[src/rtl/uart_tx_byte_fifo.sv]
// ---------------------------------------------------------------------------
// uart_tx_byte_fifo
//
// Purpose:
//   Byte FIFO that sits between the core's transmit-byte producer and the
//   UART transmitter's stream input. It absorbs bursts of bytes written by
//   the core. It presents the oldest byte first-word-fall-through on a
//   valid/ready master port. It raises a sticky flag when a push is
//   attempted while the FIFO is full. Single clock domain; the producer
//   strobe must already be synchronous to clk.
//
// Parameters:
//   WIDTH  data width in bits
//   DEPTH  number of entries (power of two, >= 2)
//
// Ports:
//   clk       in   clock, all logic on the rising edge
//   nrst      in   asynchronous reset, active low
//   wr_en     in   push request, one word per cycle
//   wr_data   in   word to push
//   full      out  FIFO holds DEPTH entries
//   empty     out  FIFO holds no entries
//   count     out  current occupancy, 0..DEPTH
//   overflow  out  sticky, set when a push is attempted while full
//   clr_ovf   in   clears overflow (a simultaneous new overflow wins)
//   m_tdata   out  head-of-FIFO word
//   m_tvalid  out  head word valid (equals ~empty)
//   m_tready  in   downstream accepts the head word
// ---------------------------------------------------------------------------
module uart_tx_byte_fifo #(
  parameter int WIDTH = 8,
  parameter int DEPTH = 16
) (
  input  logic                     clk,
  input  logic                     nrst,
  input  logic                     wr_en,
  input  logic [WIDTH-1:0]         wr_data,
  output logic                     full,
  output logic                     empty,
  output logic [$clog2(DEPTH):0]   count,
  output logic                     overflow,
  input  logic                     clr_ovf,
  output logic [WIDTH-1:0]         m_tdata,
  output logic                     m_tvalid,
  input  logic                     m_tready
);

  localparam int AW = $clog2(DEPTH);
  localparam logic [AW:0] ONE = {{AW{1'b0}}, 1'b1};

  // Storage is deliberately left without reset; the pointers alone decide
  // which entries are meaningful.
  logic [WIDTH-1:0] r_mem [DEPTH];

  // Pointers carry one extra lap bit above the address so that full and
  // empty can be told apart when the addresses coincide.
  logic [AW:0]      r_wrPtr;
  logic [AW:0]      r_rdPtr;
  logic [AW:0]      r_count;
  logic             r_overflow;

  logic             w_full;
  logic             w_empty;
  logic             w_push;
  logic             w_pop;
  logic [AW-1:0]    w_wrAddr;
  logic [AW-1:0]    w_rdAddr;

  assign w_wrAddr = r_wrPtr[AW-1:0];
  assign w_rdAddr = r_rdPtr[AW-1:0];

  // Status depends on registered pointers only, so there is no
  // combinational path from wr_en or m_tready to full/empty/count.
  assign w_full  = (r_wrPtr[AW] != r_rdPtr[AW]) && (w_wrAddr == w_rdAddr);
  assign w_empty = (r_wrPtr == r_rdPtr);

  // A push into a full FIFO is refused even if a pop happens on the same
  // edge; there is no pass-through of the incoming word.
  assign w_push = wr_en & ~w_full;
  assign w_pop  = m_tready & ~w_empty;

  always_ff @(posedge clk) begin
    if (w_push) begin
      r_mem[w_wrAddr] <= wr_data;
    end
  end

  always_ff @(posedge clk or negedge nrst) begin
    if (!nrst) begin
      r_wrPtr <= '0;
      r_rdPtr <= '0;
    end else begin
      if (w_push) begin
        r_wrPtr <= r_wrPtr + ONE;
      end
      if (w_pop) begin
        r_rdPtr <= r_rdPtr + ONE;
      end
    end
  end

  always_ff @(posedge clk or negedge nrst) begin
    if (!nrst) begin
      r_count <= '0;
    end else begin
      case ({w_push, w_pop})
        2'b10:   r_count <= r_count + ONE;
        2'b01:   r_count <= r_count - ONE;
        default: r_count <= r_count;
      endcase
    end
  end

  // Set has priority over clear so that an overflow occurring in the same
  // cycle as an acknowledge is not lost.
  always_ff @(posedge clk or negedge nrst) begin
    if (!nrst) begin
      r_overflow <= 1'b0;
    end else if (wr_en && w_full) begin
      r_overflow <= 1'b1;
    end else if (clr_ovf) begin
      r_overflow <= 1'b0;
    end
  end

  assign full     = w_full;
  assign empty    = w_empty;
  assign count    = r_count;
  assign overflow = r_overflow;
  assign m_tvalid = ~w_empty;

  // Head word is forced to zero while empty so the unreset storage never
  // shows on the port (and the port reads zero out of reset).
  assign m_tdata  = w_empty ? '0 : r_mem[w_rdAddr];

endmodule
[config.mk]
export PLATFORM = sky130hd
export DESIGN_NAME = uart_tx_byte_fifo
export DESIGN_NICKNAME = d
export VERILOG_FILES = /design/src/rtl/uart_tx_byte_fifo.sv
export SDC_FILE = /design/constraint.sdc
export NUM_CORES = 1
export LEC_CHECK = 0
export CORE_MARGIN = 10
export CORE_UTILIZATION = 54
export CTS_BUF_LIST = sky130_fd_sc_hd__clkbuf_16
export DETAILED_ROUTE_END_ITERATION = 12
export GPL_TIMING_DRIVEN = 0
export PLACE_DENSITY = 0.74
export REMOVE_ABC_BUFFERS = 1
export SYNTH_ARGS = -nofsm -noshare
export SYNTH_HDL_FRONTEND = slang
export SYNTH_SLANG_ARGS = --single-unit
[constraint.sdc]
create_clock -name clk -period 3.06 [get_ports clk]
set_clock_uncertainty 0.05 [all_clocks]
set_input_delay 0.612 -clock clk [delete_from_list [all_inputs] [get_ports clk]]
set_output_delay 0.612 -clock clk [all_outputs]
set_load 0.005 [all_outputs]
==> summary.md <==
| Metric | Value |
|---|---|
| Status | completed |
| Layout cells sized above 1 | around a third |
| Critical path arrival | approximately 2300 ps |
| # IOs | 30 |
| First-pass GRT wire length | between 15000 and 20000 um |
| Rel. slew slack | between 20% and 30% |
| CTS sink count | 144 |
| Final slew viol count | 0 |
| EDFF count, synth | about 130 |
| Power per cell area | about 1000 nW/um2 |
| XOR/XNOR share of the synthesized area | 2.97% |
| Worst reg2reg path depth | 11 |
| Yosys cell types | 33 |
| Routed Antenna Nets | 0 |
| Final hold viol count | 0 |
| WP depth | 6 |
| Final-report setup violation count | 0 |
| Crit path from | r_rdPtr[0] |
| Synth top area share | roughly 65% |
| WP data required | roughly 2400 ps |
| DR pass1 iterations | 4 |
| Cells after Synth | just over 300 |
| Synth async-reset ratio | approximately 11% |
| Crit path time final | roughly 3000 ps |
| TritonCTS clock tree | done |
| Remaining DRCs | 0 |
| Global route overflow | 0 |
| Critical R2R Capture | count[4] |
| CP Max Fanout | 6 |
| Avg WL per Cell | approximately 23 um |
| Initial antenna violation count | 0 |
| Clock root buffer | clkbuf_16 |
| Setup TNS | 0 ps |
| Mux contribution to synthesized area | between 10% and 20% |
| Final std cells w/o fill | roughly 520 |
| Worst min-delay path category | reg -> reg |
| Main flop type after synthesis | edfxtp_1 |
| Die height | 124 um |
| Floorplan row count | 38 |
| Max incr delay on CP | 500 ps |
| Flop-to-flop setup slack | roughly 80 ps |
| Post-synthesis compound-gate area fraction | under 10% |
| Clock latency on the worst-skew pair | between 400 and 500 ps |
| Number of global-route vias before repair | between 3000 and 4000 |
| Leak pwr | between 2 and 3 nW |
| Area grow syn2layout | 22.9% |
| GRT Util Overall | roughly 15% |
| Buf/Inv on CP | 3 |
| Synth Area in Simple Gates | around 4.4% |
| Core area | roughly 11000 um2 |
| Die Area | 15500 um2 |
| List of most frequent post-synthesis cells | edfxtp_1 (128), mux4_2 (32), a21oi_1 (17) |
| CTS HTree Levels | 4 |
| Routed Wire Length | around 12000 um |
| Largest area contributor in the netlist | edfxtp_1 |
| Adder-Cell Fraction of Synth Area | approximately 1.7% |
| CP endpoint kind | primary output |
| CTS buffer count | 17 |
| Worst-Margin Slew | ~1200 ps |
| Placed insts | approximately 460 |
| Yosys reg bits | ~140 |
| F_max | 334 MHz |
| Clock Tree Buf Depth | 2 |
| Finished Core Util | around two thirds |
| Port Buf Inserts | 29 |
| Largest family of logic cells by synthesized area | multiplexers |
| Hold_buf cts | 0 |
| Slowest CP cell | dfrtp_4 |
| Synth area leaders | edfxtp_1 (65%), mux4_2 (12%), dfrtp_1 (6.8%) |
| Vias | about 3100 |
| RSZ-0062 raised after global routing | yes |
| Iter 0 DRT Violations | ~370 |
| Die width | 124 um |
| Seq/Total Area, Yosys | between 70% and 80% |
| Post-Syn Area | between 5000 and 6000 um2 |
| Largest net degree at the start of global routing | 19 |
| Crit path to | m_tdata[7] |
| Post-Layout Inst Area | about 7200 um2 |
| Vias per inst | about 6.0 |
| Ys Warns | 0 |
| Ratio of final minimum period to clock period | between 90% and 100% |
| Initial Util | between 50 and 60% |
| CP delay by family, top | buffers and inverters |
| Final net count | 391 |
| Crit Path Class | reg -> out |
| FF-to-FF Start | r_rdPtr[1] |
| Max rail drop VDD | 597 uV |
| CTS clk-pin slew, worst paths | 50 ps |
| Top-count cell post-synth | edfxtp_1 |
| Avg Synthesized Cell Area | ~19 um2 |
| Placed inst area | roughly 6300 um2 |
| Hpwl dp | 6910 um |
| Worst setup SP type | register |
| CP Cell Sequence | buf_4 > buf_8 > mux4_2 > a22oi_1 > a21oi_1 > dlygate4sd2_1 |
| Gpl congestion | roughly 0.75 |
| Max-Cap Viols | 0 |
| Ant diodes | 0 |
| Final Total Pwr | 7.28 mW |
[flip-flops by register name (all words and copies together), names as in the netlist]
signal and count:
r_mem 128, r_wrPtr 5, count 5, r_rdPtr 5, overflow 1
[cell type report]
cell class	count	area [um2]
clock buffer	17	425
multi-input combinational	144	1670
fill	716	3500
inverter	5	18.8
clock inverter	14	136
timing repair buffer	58	566
tap	140	175
sequential	144	4250
[worst min path at each step]
stage             start       end  depth (start not counted)  slack (ps)
2_1_floorplan      nrst  count[0]                          0         270
3_3_place_gp   count[4]  count[4]                          1         410
3_5_place_dp   count[4]  count[4]                          1         420
4_1_cts        count[4]  count[4]                          1         430
5_1_grt        count[4]  count[4]                          1         450
6_report       count[4]  count[4]                          1         430
[layer usage]
metal  GRT usage [%]  up-vias  part of all wire, %
li1                -     1366                    -
met1            19.3     1621                   41
met2            24.4      130                   50
met3            5.06       16                  7.6
met4            5.96        0                  1.9
met5               0        -                    0
[power breakdown]
group | internal, mW | total [mW] | switching, mW
clock network | 1.25 | 1.96 | 0.709
logic | 1.37 | 2.65 | 1.28
registers | 2.45 | 2.67 | 0.226
total | 5.07 | 7.28 | 2.21
[timing repair]
action | 4_1_cts | 5_1_grt
hold endpoints to repair | 0 | 0
pin swaps | 5 | 7
endpoints found under the setup margin | 15 | 8
gates resized for setup | 33 | 16
setup buffers | 16 | 11
gates cloned | 1 | 0
[per-stage QoR]
step | worst slack, ps | hold WS (ps)
2_1_floorplan | -1110 | 266
3_5_place_dp | -871 | 416
5_1_grt | -46.2 | 450
3_3_place_gp | -1910 | 413
4_1_cts | -96.5 | 431
6_report | 65.9 | 429
[worst register-to-register path, stage by stage, from the launching register on]
cell and delay, ps:
dfrtp_4 510, xor2_2 200, nor4_4 350, buf_4 180, a21boi_2 100, ha_4 230, xor2_1 160, ha_2 210
or3b_2 450, a211oi_2 190, o21bai_1 100, xnor2_1 130
[cells in the final DEF, fill, tap and decap left out, drive strengths merged, types with 4 or more instances in the layout]
cell type / count
a21oi: 17
xor2: 16
nor2b: 5
buf: 29
ha: 8
clkdlybuf4s50: 20
xnor2: 4
edfxtp: 128
mux4: 32
dfrtp: 16
clkinv: 5
inv: 11
clkbuf: 19
and3: 12
and2: 7
dlygate4sd2: 4
a22oi: 16
[kinds of logic (layout without fill, tap and decap cells)]
group / after synthesis / in the layout
flops: 144 / 144
xor+xnor: 20 / 20
simple gates: 41 / 41
mux: 35 / 35
compound gates: 40 / 40
fa+ha+maj: 8 / 8
buf+inv: 21 / 94
Note: power is estimated with default switching activity, not from simulation.
